File: src/rtl/traffic_pkg.sv
// traffic_pkg: encodings shared by the traffic-light controller and its
// upstream stages.
//   main_light_t : main road lamp encoding (GREEN/YELLOW/RED)
//   PED_RED/PED_GREEN : pedestrian lamp levels
//   deb_state_t  : push-button debounce FSM states
package traffic_pkg;

   typedef enum logic [1:0] {
      GREEN  = 2'b00,
      YELLOW = 2'b01,
      RED    = 2'b10
   } main_light_t;

   localparam logic PED_RED   = 1'b0;
   localparam logic PED_GREEN = 1'b1;

   typedef enum logic [1:0] {
      IDLE      = 2'b00,
      PRESS_CHK = 2'b01,
      PRESSED   = 2'b10,
      REL_CHK   = 2'b11
   } deb_state_t;

endpackage

File: src/rtl/ped_btn_conditioner_if.sv
// ped_btn_conditioner_if: signals between the pedestrian button conditioner
// and its surroundings (button, traffic-light controller, WAIT lamp).
//   btn_raw     : raw bouncy button level, 1 = pressed
//   ped_light   : controller pedestrian lamp, 0 = red, 1 = green
//   ped_btn     : request level to the controller
//   press_pulse : one-cycle strobe per debounced press
//   wait_lamp   : WAIT indicator, same level as ped_btn
//   req_timeout : one-cycle strobe when a pending request is auto-cleared
//   deb_state   : debounce FSM state, observation only
// Request protocol: ped_btn is a level, not a pulse. It rises the cycle after
// an accepted press while ped_light is red and stays high until the cycle
// after ped_light rises to green (the controller serving it), or until a
// timeout when that option is built in.
// master = conditioner side, slave = environment side.
interface ped_btn_conditioner_if;
   import traffic_pkg::*;

   logic       btn_raw;
   logic       ped_light;
   logic       ped_btn;
   logic       press_pulse;
   logic       wait_lamp;
   logic       req_timeout;
   deb_state_t deb_state;

   modport master (
      input  btn_raw, ped_light,
      output ped_btn, press_pulse, wait_lamp, req_timeout, deb_state
   );

   modport slave (
      output btn_raw, ped_light,
      input  ped_btn, press_pulse, wait_lamp, req_timeout, deb_state
   );
endinterface

File: src/rtl/ped_btn_conditioner_btn_debounce.sv
// btn_debounce: two-flop synchroniser plus debounce FSM for a push-button.
//   clk, rst_n  : clock, asynchronous active-low reset
//   btn_raw     : raw asynchronous button level
//   btn_s       : synchronised button level
//   press_pulse : one-cycle strobe when a press has been stable DEB_CYCLES
//   state       : current debounce state, observation only
// press_pulse is decoded from the final PRESS_CHK cycle so it appears in the
// same cycle the FSM commits to PRESSED.
module btn_debounce
   import traffic_pkg::*;
#(
   parameter int DEB_CYCLES = 16
) (
   input  logic       clk,
   input  logic       rst_n,
   input  logic       btn_raw,
   output logic       btn_s,
   output logic       press_pulse,
   output deb_state_t state
);

   localparam int CNT_W = $clog2(DEB_CYCLES);
   localparam logic [CNT_W-1:0] CNT_LAST = CNT_W'(DEB_CYCLES - 1);

   logic [1:0]       sync;
   deb_state_t       state_q, state_d;
   logic [CNT_W-1:0] cnt_q, cnt_d;

   // Plain shift: nothing between the two flops.
   always_ff @(posedge clk or negedge rst_n) begin
      if (!rst_n) begin
         sync <= 2'b00;
      end else begin
         sync <= {sync[0], btn_raw};
      end
   end

   assign btn_s = sync[1];

   always_ff @(posedge clk or negedge rst_n) begin
      if (!rst_n) begin
         state_q <= IDLE;
         cnt_q   <= '0;
      end else begin
         state_q <= state_d;
         cnt_q   <= cnt_d;
      end
   end

   always_comb begin
      state_d     = state_q;
      cnt_d       = cnt_q;
      press_pulse = 1'b0;
      case (state_q)
         IDLE: begin
            if (btn_s) begin
               state_d = PRESS_CHK;
               cnt_d   = '0;
            end
         end
         PRESS_CHK: begin
            if (!btn_s) begin
               state_d = IDLE;
            end else if (cnt_q == CNT_LAST) begin
               state_d     = PRESSED;
               press_pulse = 1'b1;
            end else begin
               cnt_d = cnt_q + CNT_W'(1);
            end
         end
         PRESSED: begin
            if (!btn_s) begin
               state_d = REL_CHK;
               cnt_d   = '0;
            end
         end
         REL_CHK: begin
            // Bounce back to pressed re-enters PRESSED silently.
            if (btn_s) begin
               state_d = PRESSED;
            end else if (cnt_q == CNT_LAST) begin
               state_d = IDLE;
            end else begin
               cnt_d = cnt_q + CNT_W'(1);
            end
         end
         default: begin
            state_d = IDLE;
            cnt_d   = '0;
         end
      endcase
   end

   assign state = state_q;

endmodule

File: src/rtl/ped_btn_conditioner.sv
// ped_btn_conditioner: conditions the pedestrian push-button for the
// traffic-light controller. Synchronises and debounces the button and latches
// a request that is held until the controller turns the pedestrian lamp green.
//   clk, rst_n : clock, asynchronous active-low reset
//   bus        : ped_btn_conditioner_if.master (btn_raw, ped_light in;
//                ped_btn, press_pulse, wait_lamp, req_timeout, deb_state out)
// Build option PED_REQ_TIMEOUT_EN: a pending request is dropped after
// REQ_TIMEOUT cycles without service and req_timeout strobes once. Without it
// requests wait indefinitely and req_timeout is 0.
module ped_btn_conditioner
   import traffic_pkg::*;
#(
   parameter int DEB_CYCLES  = 16,
   parameter int REQ_TIMEOUT = 64
) (
   input logic                    clk,
   input logic                    rst_n,
   ped_btn_conditioner_if.master  bus
);

   logic       btn_s;
   logic       press;
   deb_state_t deb_state;
   logic       ped_light_q;
   logic       req_pending;
   logic       serve;
   logic       timeout_hit;
   logic       unused_bits;

   btn_debounce #(.DEB_CYCLES(DEB_CYCLES)) u_debounce (
      .clk         (clk),
      .rst_n       (rst_n),
      .btn_raw     (bus.btn_raw),
      .btn_s       (btn_s),
      .press_pulse (press),
      .state       (deb_state)
   );

   // Service is the red-to-green transition of the pedestrian lamp.
   assign serve = (bus.ped_light == PED_GREEN) && (ped_light_q == PED_RED);

`ifdef PED_REQ_TIMEOUT_EN
   localparam int WAIT_W = $clog2(REQ_TIMEOUT + 1);

   logic [WAIT_W-1:0] wait_cnt;
   logic              req_timeout_q;

   // Serve takes precedence, so a timeout never strobes in a serve cycle.
   assign timeout_hit = req_pending && !serve &&
                        (wait_cnt == WAIT_W'(REQ_TIMEOUT - 1));

   always_ff @(posedge clk or negedge rst_n) begin
      if (!rst_n) begin
         wait_cnt      <= '0;
         req_timeout_q <= 1'b0;
      end else begin
         req_timeout_q <= timeout_hit;
         if (!req_pending || serve || timeout_hit) begin
            wait_cnt <= '0;
         end else begin
            wait_cnt <= wait_cnt + WAIT_W'(1);
         end
      end
   end

   assign bus.req_timeout = req_timeout_q;
   assign unused_bits     = btn_s;
`else
   assign timeout_hit     = 1'b0;
   assign bus.req_timeout = 1'b0;
   assign unused_bits     = btn_s ^ (REQ_TIMEOUT > 0);
`endif

   // A press while already pending changes nothing; one during green is
   // dropped because pedestrians are already crossing.
   always_ff @(posedge clk or negedge rst_n) begin
      if (!rst_n) begin
         ped_light_q <= PED_RED;
         req_pending <= 1'b0;
      end else begin
         ped_light_q <= bus.ped_light;
         if (serve || timeout_hit) begin
            req_pending <= 1'b0;
         end else if (press && (bus.ped_light == PED_RED)) begin
            req_pending <= 1'b1;
         end
      end
   end

   assign bus.ped_btn     = req_pending;
   assign bus.wait_lamp   = req_pending;
   assign bus.press_pulse = press;
   assign bus.deb_state   = deb_state;

endmodule

File: src/flat_wrapper.sv
// flat-port wrapper written by rule: the top's interface ports become plain ports
module ped_btn_conditioner_flat import traffic_pkg::*;
#(
   parameter int DEB_CYCLES  = 16,
   parameter int REQ_TIMEOUT = 64
)
  (clk, rst_n, bus_btn_raw, bus_ped_light, bus_ped_btn, bus_press_pulse, bus_wait_lamp, bus_req_timeout, bus_deb_state);
  ped_btn_conditioner_if bus_i ();
  input logic clk;
  input logic rst_n;
  input wire logic [$bits(bus_i.btn_raw)-1:0] bus_btn_raw;
  input wire logic [$bits(bus_i.ped_light)-1:0] bus_ped_light;
  output wire logic [$bits(bus_i.ped_btn)-1:0] bus_ped_btn;
  output wire logic [$bits(bus_i.press_pulse)-1:0] bus_press_pulse;
  output wire logic [$bits(bus_i.wait_lamp)-1:0] bus_wait_lamp;
  output wire logic [$bits(bus_i.req_timeout)-1:0] bus_req_timeout;
  output wire logic [$bits(bus_i.deb_state)-1:0] bus_deb_state;
  assign bus_i.btn_raw = bus_btn_raw;
  assign bus_i.ped_light = bus_ped_light;
  assign bus_ped_btn = bus_i.ped_btn;
  assign bus_press_pulse = bus_i.press_pulse;
  assign bus_wait_lamp = bus_i.wait_lamp;
  assign bus_req_timeout = bus_i.req_timeout;
  assign bus_deb_state = bus_i.deb_state;
  ped_btn_conditioner #(.DEB_CYCLES(DEB_CYCLES), .REQ_TIMEOUT(REQ_TIMEOUT)) u_core (.clk(clk), .rst_n(rst_n), .bus(bus_i));
endmodule
File: config.mk
export PLATFORM = sky130hd
export DESIGN_NAME = ped_btn_conditioner_flat
export DESIGN_NICKNAME = d
export VERILOG_FILES = /design/src/rtl/traffic_pkg.sv /design/src/rtl/ped_btn_conditioner_if.sv /design/src/rtl/ped_btn_conditioner_btn_debounce.sv /design/src/rtl/ped_btn_conditioner.sv /design/src/flat_wrapper.sv
export SDC_FILE = /design/constraint.sdc
export NUM_CORES = 1
export LEC_CHECK = 0
export CAP_MARGIN = 20
export CORE_AREA = 2 2 39 41
export CTS_CLUSTER_SIZE = 10
export DETAILED_ROUTE_END_ITERATION = 8
export DIE_AREA = 0 0 41 43
export PLACE_DENSITY_LB_ADDON = 0.1
export SKIP_CTS_REPAIR_TIMING = 1
export SLEW_MARGIN = 15
export SYNTH_ARGS = -nofsm -noshare
export SYNTH_HDL_FRONTEND = slang
export SYNTH_SLANG_ARGS = --single-unit
export TNS_END_PERCENT = 100
File: constraint.sdc
create_clock -name clk -period 2.85 [get_ports clk]
set_clock_uncertainty 0.05 [all_clocks]
set_input_delay 0.57 -clock clk [delete_from_list [all_inputs] [get_ports clk]]
set_output_delay 0.57 -clock clk [all_outputs]
set_load 0.1 [all_outputs]
* Word-level counts from Yosys, hierarchy flattened
Index checks and enable logic that the tools add are counted.
W data, S select, Z words.
** Storage, ports and cells
- Logic and storage cells :: 42
- Bits in registers :: 10
** Cells by class
- Bitwise logic cells :: 2
- Eq/ne operators :: 10
- Multiplexer cells :: 18
- Add/sub/neg operators :: 1
- Reductions and logical operators :: 6
** Operator list (count)
- $mux W4 :: 5
- $pmux W4 S4 :: 1
- $mux W2 :: 6
- $ne A2 B2 Y1 const B :: 4
- $pmux W2 S4 :: 1
- $reduce_and A4 Y1 :: 2
- $ne A3 B3 Y1 const B :: 2
- $mux W1 :: 5
- $add A4 B1 Y4 const B :: 1
- $eq A2 B2 Y1 const B :: 2
- $eq A4 B4 Y1 const B :: 1
- $eq A2 B1 Y1 const B :: 1
- $logic_and A1 B1 Y1 :: 2
- $logic_not A2 Y1 :: 1
- $not A1 Y1 :: 2
- $reduce_bool A2 Y1 :: 1

* Depth between registers and ports, before layout
Gate-level depths: netlist of run 1.
- Depth after elaboration :: 7
- Mapped depth :: 4
- Mapped depth without buffers :: 4

* Modules after synthesis
From an unflattened synthesis of run 1, not the netlist that was laid out.
** Unflattened totals
- Cell total of the unflattened synthesis :: 42
- Area total of the unflattened synthesis :: 431.7 um^2
** Modules (own cells, without submodules)
- btn_debounce :: cells each 34, instances 1, area each 350.3 um^2, sequential area each 200.2 um^2
- ped_btn_conditioner :: cells each 8, instances 1, area each 81.3 um^2, sequential area each 50.0 um^2

* Least setup slack after synthesis of run 1
OpenSTA, ideal clock, no wires.
- Path type :: register -> output
- Start point :: register u_core.u_debounce.state_q[0] (netlist: u_core.u_debounce.state[0])
- End point :: output bus_press_pulse
- Data arrival time :: 2.708 ns
- Setup slack :: -0.478 ns
- Cell stages (with the launch flop) :: 3
- Cells stage by stage :: dfrtp_1 > nand4_1 > nor2_1
** On the way
- Longest elaborated chain between the ends :: 2
** Ends and longest elaborated chain
- from (decl) :: line ped_btn_conditioner_btn_debounce.sv:26 : deb_state_t state_q, state_d;
- from (signal assigned) :: line ped_btn_conditioner_btn_debounce.sv:45 : state_q <= state_d;
- $eq A2 B1 Y1 :: line ped_btn_conditioner_btn_debounce.sv:54 : case (state_q)
- $mux W1 :: line ped_btn_conditioner_btn_debounce.sv:54
- to (decl) :: line flat_wrapper.sv:14 : output wire logic [$bits(bus_i.press_pulse)-1:0] bus_press_pulse;
Every way passes these cells.

* Worst setup path in the final report of run 1
- Start point :: register u_core.u_debounce.cnt_q[0]
- End point :: output bus_press_pulse
** On the way
- Longest elaborated chain between the ends :: 4
** Ends and longest elaborated chain
- from (decl) :: line ped_btn_conditioner_btn_debounce.sv:27 : logic [CNT_W-1:0] cnt_q, cnt_d;
- from (signal assigned) :: line ped_btn_conditioner_btn_debounce.sv:46 : cnt_q <= cnt_d;
- $eq A4 B4 Y1 :: line ped_btn_conditioner_btn_debounce.sv:64 : end else if (cnt_q == CNT_LAST) begin
- $mux W1 :: line ped_btn_conditioner_btn_debounce.sv:64
- $mux W1 :: line ped_btn_conditioner_btn_debounce.sv:62 : if (!btn_s) begin
- $mux W1 :: line ped_btn_conditioner_btn_debounce.sv:54
Every way passes these cells.

==> flow_summary.toml, run 1 <==
[synth]
yosys_warnings = 0
yosys-top-cells-count = "dfrtp_1, a21oi_1, inv_1, nand2_1, nand4_1"
ys_async_sr_fraction_pct = 100
synthXorXnorAreaFrac_pct = 3.67
synth_edf_count = 0
ys_types = 19
syn-cell-area_sq_um = 443
synth_top_family_by_area = "simple AND/OR/NAND/NOR gates"
synthSimpleGateAreaFrac_pct = 14.7
syn_nets = 44
synth_cells = 39
seq_area_frac_synth_pct = 56.5
synth-seq-cells = 10
post-synth-top-count-cell = "dfrtp_1"
synth_compound_area_share_pct = 9.60
yosysTopAreaCellShare_pct = 56.5
synth-adder-area-share_pct = 2.82
muxShareOfSynthArea_pct = 5.93
synth.area.top_cells = "dfrtp_1, nand4_1, xor2_2, a21oi_1, buf_4"
synth_top_flop_cell = "dfrtp_1"
syn_area_per_cell_sq_um = 11.4
yosys.area.top_type = "dfrtp_1"

[die]
die_area_sq_mm = 0.00176
die_w_microns = 41
num_rows = 14
die_h_microns = 43
io_pins = 10
core_sq_mm = 0.00138
start_util_pct = 32.0

[clock_network]
cts_tree = "built"
clkLatencyLatePin_ns = 0.26
cts_buffers = 3
cts.clk_slew.worst_paths_ns = 0.06
clk_path_buf_depth = 2
clockRootBuffer = "clkbuf_4"
htree_levels = 1
cts.sinks = 10

[detailed_routing]
postRouteAntennaNets = 0
wl_microns = 727
via_per_inst = 4.95
vias = 317
first_pass_iters = 3
wl_per_cell_microns = 11.4
drt_iter0_drc = 5
drcViolationCount = 0

[finish]
final_cells = 64
diodes = 0
area_delta_synth_final_pct = 23.2
fin_nets = 55
drive_gt1_share_pct = 27.1

[critical_path]
end_kind = "output pin"
critical-path-top-delay-family = "simple AND/OR/NAND/NOR gates"
cp.required_ns = 2.23
cpPeakStageDelay_ns = 0.39
path_cells = "ha_1 > nand4_1 > nor2_4 > buf_4"
reg2reg_setup_slack_ns = 1.24
path_buf_inv = 1
reg2reg_from = "u_core.u_debounce.cnt_q[0]$_DFFE_PN0P_"
cp_slowest_cell = "dfrtp_1"
reg2reg_depth = 4
rr_endpoint = "u_core.u_debounce.cnt_q[0]$_DFFE_PN0P_"
path_max_fanout = 6
worstPathArrival_ns = 1.63
worst-setup-path-type = "flip-flop to output pin"
start_kind = "flip-flop"

[global_routing]
grt_pass1_wl_microns = 1270
overflow = 0
grt_max_degree = 11
grt_pass1_vias = 308
grt_antenna_before_repair = 0
grtUsageTotal_pct = 11.1

[timing]
hold_viol = 0
fin_crit_ns = 2.25
finalSetupViolations = 0
slew_viol_final = 0
fin_setup_tns_ns = 0
rsz0062_at_grt = "no"
max_freq_mhz = 444
fin_crit_sh_pct = 79.0

[power]
peakVddDrop_uv = 193
p_leak_nw = 0.270
p_per_area_mw_per_mm2 = 558

[placement]
dp_hpwl_microns = 558
post-place-cells = 61
numPortBuffers = 8
place_congestion = 0.701

[worst_hold_path]
hp-class = "flip-flop to flip-flop"
hold_path_depth = 0
min-delay-start = "u_core.u_debounce.sync[0]$_DFF_PN0_"
hold_path_end = "u_core.u_debounce.sync[1]$_DFF_PN0_"

[job]
cap_violations = 0

[run_status]
status = "completed"
-- area by class of cell --
class | instances | area [sq um]
clock buffers | 3 | 22.5
fillers | 132 | 838
inverters | 3 | 11.3
multi-input cells | 24 | 174
flip-flops and latches | 10 | 250
well taps | 16 | 20.0
repair buffers | 8 | 67.6
-- cell families (layout without fill, tap and decap cells) --
logic type | after synthesis | count (layout)
compound gates | 7 | 7
flops | 10 | 10
fa+ha+maj | 1 | 1
mux | 2 | 2
xor+xnor | 1 | 1
simple gates | 12 | 12
other cells | 1 | 1
buf+inv | 5 | 14
-- registers in the layout, summed over array words and instances (netlist names), named ones only --
name	count
u_core.u_debounce.cnt_q	4
u_core.u_debounce.sync	2
u_core.bus.ped_btn	1
u_core.ped_light_q	1
u_core.u_debounce.state	1
-- worst max path at each step --
| stage | start | end | slack, ns | cells after the start |
|---|---|---|---|---|
| 5_1_grt | u_core.u_debounce.cnt_q[0]$_DFFE_PN0P_ | bus_press_pulse | 0.51 | 4 |
| 4_1_cts | u_core.u_debounce.cnt_q[0]$_DFFE_PN0P_ | bus_press_pulse | 0.59 | 4 |
| 3_5_place_dp | u_core.u_debounce.cnt_q[0]$_DFFE_PN0P_ | bus_press_pulse | 0.88 | 4 |
| 6_report | u_core.u_debounce.cnt_q[0]$_DFFE_PN0P_ | bus_press_pulse | 0.60 | 4 |
| 2_1_floorplan | u_core.u_debounce.state[0]$_DFFE_PN0P_ | bus_press_pulse | 0.19 | 2 |
| 3_3_place_gp | u_core.u_debounce.cnt_q[0]$_DFFE_PN0P_ | bus_press_pulse | 0.91 | 4 |
-- layout by cell type, fill, tap and decap left out --
cell type	count
xor2_2	1
nor2_4	1
nor2b_1	1
mux2_2	1
clkdlybuf4s50_1	3
nand2b_1	1
conb_1	1
o31ai_1	1
clkbuf_4	3
nand4_1	3
nand2_1	3
o21ai_0	2
mux2_4	1
a21oi_1	3
nor2_1	1
buf_4	5
inv_1	3
a21bo_2	1
ha_1	1
dfrtp_1	10
and3_1	1
or3b_1	1
-- power breakdown --
group / switching, mW / internal (mW)
logic: 0.0269 / 0.0182
registers: 0.0119 / 0.154
clock network: 0.0444 / 0.0486
total: 0.0832 / 0.221
-- routing by layer --
layer	GRT usage [%]	share of wire, %	vias up
met5	0	0	-
met4	8.00	3.4	0
met3	3.14	5.1	4
met2	15.6	47	7
met1	13.7	44	159
li1	-	-	147
-- per-stage QoR --
step	hold slack [ns]	utilization (%)	worst slack [ns]	instance area (sq um)	total power, mW
finish	0.300	39.4	0.598	546	0.304
global route	0.318	39.4	0.514	546	0.321
CTS	0.306	39.4	0.591	546	0.307
detailed placement	0.292	37.8	0.876	523	0.214
global placement	0.290	37.8	0.915	523	0.211
floorplan	0.224	-	0.193	450	0.200
No activity file was read; power rests on OpenSTA's default activity.
==> run 2: changes to the inputs <==
clock period = 2.22 ns   (was 2.85 ns; I/O delays follow)
==> run 2 against run 1 <==
Net effect: global-route usage grew 0.42 points; largest cell class unchanged; critical path depth is the same; cell area grew 4.6%.
==> flow_summary.toml, run 2 (synthesis results as in run 1) <==
[run_status]
status = "completed"

[detailed_routing]
drcViolationCount = 0
postRouteAntennaNets = 0
vias = 313
wl_microns = 703
drt_iter0_drc = 6
via_per_inst = 4.74
wl_per_cell_microns = 10.7
first_pass_iters = 4

[timing]
slew_viol_final = 0
max_freq_mhz = 532
rsz0062_at_grt = "no"
fin_setup_tns_ns = 0
hold_viol = 0
finalSetupViolations = 0
fin_crit_ns = 1.88
fin_crit_sh_pct = 84.7

[clock_network]
clk_path_buf_depth = 2
cts.clk_slew.worst_paths_ns = 0.06
cts_tree = "built"
htree_levels = 1
clkLatencyLatePin_ns = 0.25
clockRootBuffer = "clkbuf_4"
cts.sinks = 10
cts_buffers = 3

[critical_path]
start_kind = "flip-flop"
worstPathArrival_ns = 1.39
cp.required_ns = 1.73
worst-setup-path-type = "flip-flop to output pin"
path_cells = "ha_1 > nand4_1 > nor2_4 > buf_12"
path_max_fanout = 4
cp_slowest_cell = "dfrtp_1"
end_kind = "output pin"
cpPeakStageDelay_ns = 0.39

[global_routing]
overflow = 0
grtUsageTotal_pct = 11.5
grt_max_degree = 11
grt_antenna_before_repair = 0
grt_pass1_vias = 319
grt_pass1_wl_microns = 1300

[finish]
area_delta_synth_final_pct = 28.8
layout_commonest_cell = "dfrtp_1"
diodes = 0
final_cell_mix = "dfrtp_1, buf_4"
largestRegisters = "u_core.u_debounce.cnt_q: 4 flops, u_core.u_debounce.sync: 2 flops"
fin_nets = 56
largest_reg_flops = 4
drive_gt1_share_pct = 30.0
largest_register = "u_core.u_debounce.cnt_q"

[power]
seqPwrFrac_pct = 53.8
p_clk_share_pct = 31.4
p_comb_share_pct = 14.8
switching_share_pct = 26.5
p_switching_mw = 0.105
p_leak_nw = 0.277
power.internal_mw = 0.291
p_per_area_mw_per_mm2 = 693
report.power.total_mw = 0.396
peakVddDrop_uv = 425

[job]
cap_violations = 0

[die]
die_area_sq_mm = 0.00176
die_h_microns = 43
io_pins = 10
core_sq_mm = 0.00138
die_w_microns = 41
start_util_pct = 32.0
num_rows = 14

[worst_hold_path]
hp-class = "flip-flop to flip-flop"

[placement]
numPortBuffers = 8
place_congestion = 0.722
dp_hpwl_microns = 555
[run 2: cell types whose count changed in the layout (fill, tap and decap cells not counted)]
cell	before	now
dfrtp_1	10	9
buf_12	0	1
clkbuf_1	0	1
dfrtp_2	0	1
[run 2: critical path, delay by kind of cell, from the launching register on]
kind | cells | cell delay [ns]
flip-flops | 1 | 0.39
AND/OR/NAND/NOR | 2 | 0.35
adder cells (fa/ha/maj) | 1 | 0.20
buffers and inverters | 1 | 0.18
[run 2: through the flow]
step	cells	util [%]	instance area [sq um]	worst slack (ns)	hold slack, ns
2_1_floorplan	39	-	452	0.0769	0.0984
3_3_place_gp	62	39.3	544	0.654	0.290
3_5_place_dp	62	39.3	544	0.602	0.289
4_1_cts	66	41.2	571	0.319	0.317
5_1_grt	66	41.2	571	0.246	0.340
6_report	66	41.2	571	0.340	0.314
[run 2: cell type report]
class	instances	area [sq um]
Clock buffer	4	26.3
Fill cell	137	813
Inverter	3	11.3
Multi-Input combinational cell	24	174
Sequential cell	10	251
Tap cell	16	20.0
Timing Repair Buffer	9	87.6
[run 2: layer usage]
metal  global-route usage [%]  vias to the layer above  part of all wire (%)
met3                     7.85                        0                   6.5
met5                        0                        -                     0
met1                     12.1                      151                    41
met4                     4.00                        0                     0
met2                     17.5                        9                    53
li1                         -                      153                     -
[run 2: final timing paths]
path                                                   startpoint                                     end  slack [ns]  cells past startpoint
setup / recovery           u_core.u_debounce.cnt_q[0]$_DFFE_PN0P_                         bus_press_pulse        0.34                      4
hold / removal                u_core.u_debounce.sync[0]$_DFF_PN0_     u_core.u_debounce.sync[1]$_DFF_PN0_        0.31                      0
setup reg to reg           u_core.u_debounce.cnt_q[0]$_DFFE_PN0P_  u_core.u_debounce.cnt_q[0]$_DFFE_PN0P_        0.63                      5
hold reg to reg               u_core.u_debounce.sync[0]$_DFF_PN0_     u_core.u_debounce.sync[1]$_DFF_PN0_        0.31                      0
max in group asynchronous                                   rst_n  u_core.u_debounce.state[0]$_DFFE_PN0P_        1.35                      1
min in group asynchronous                                   rst_n          u_core.bus.ped_btn$_DFFE_PN0P_        0.44                      1
[run 2: power groups by stage]
stage          Sequential (mW)  Clock [mW]  Combinational [mW]
6_report                 0.213       0.124              0.0585
3_5_place_dp             0.216           0              0.0591
4_1_cts                  0.213       0.132              0.0595
2_1_floorplan            0.220           0              0.0368
5_1_grt                  0.215       0.149              0.0652
3_3_place_gp             0.214           0              0.0568
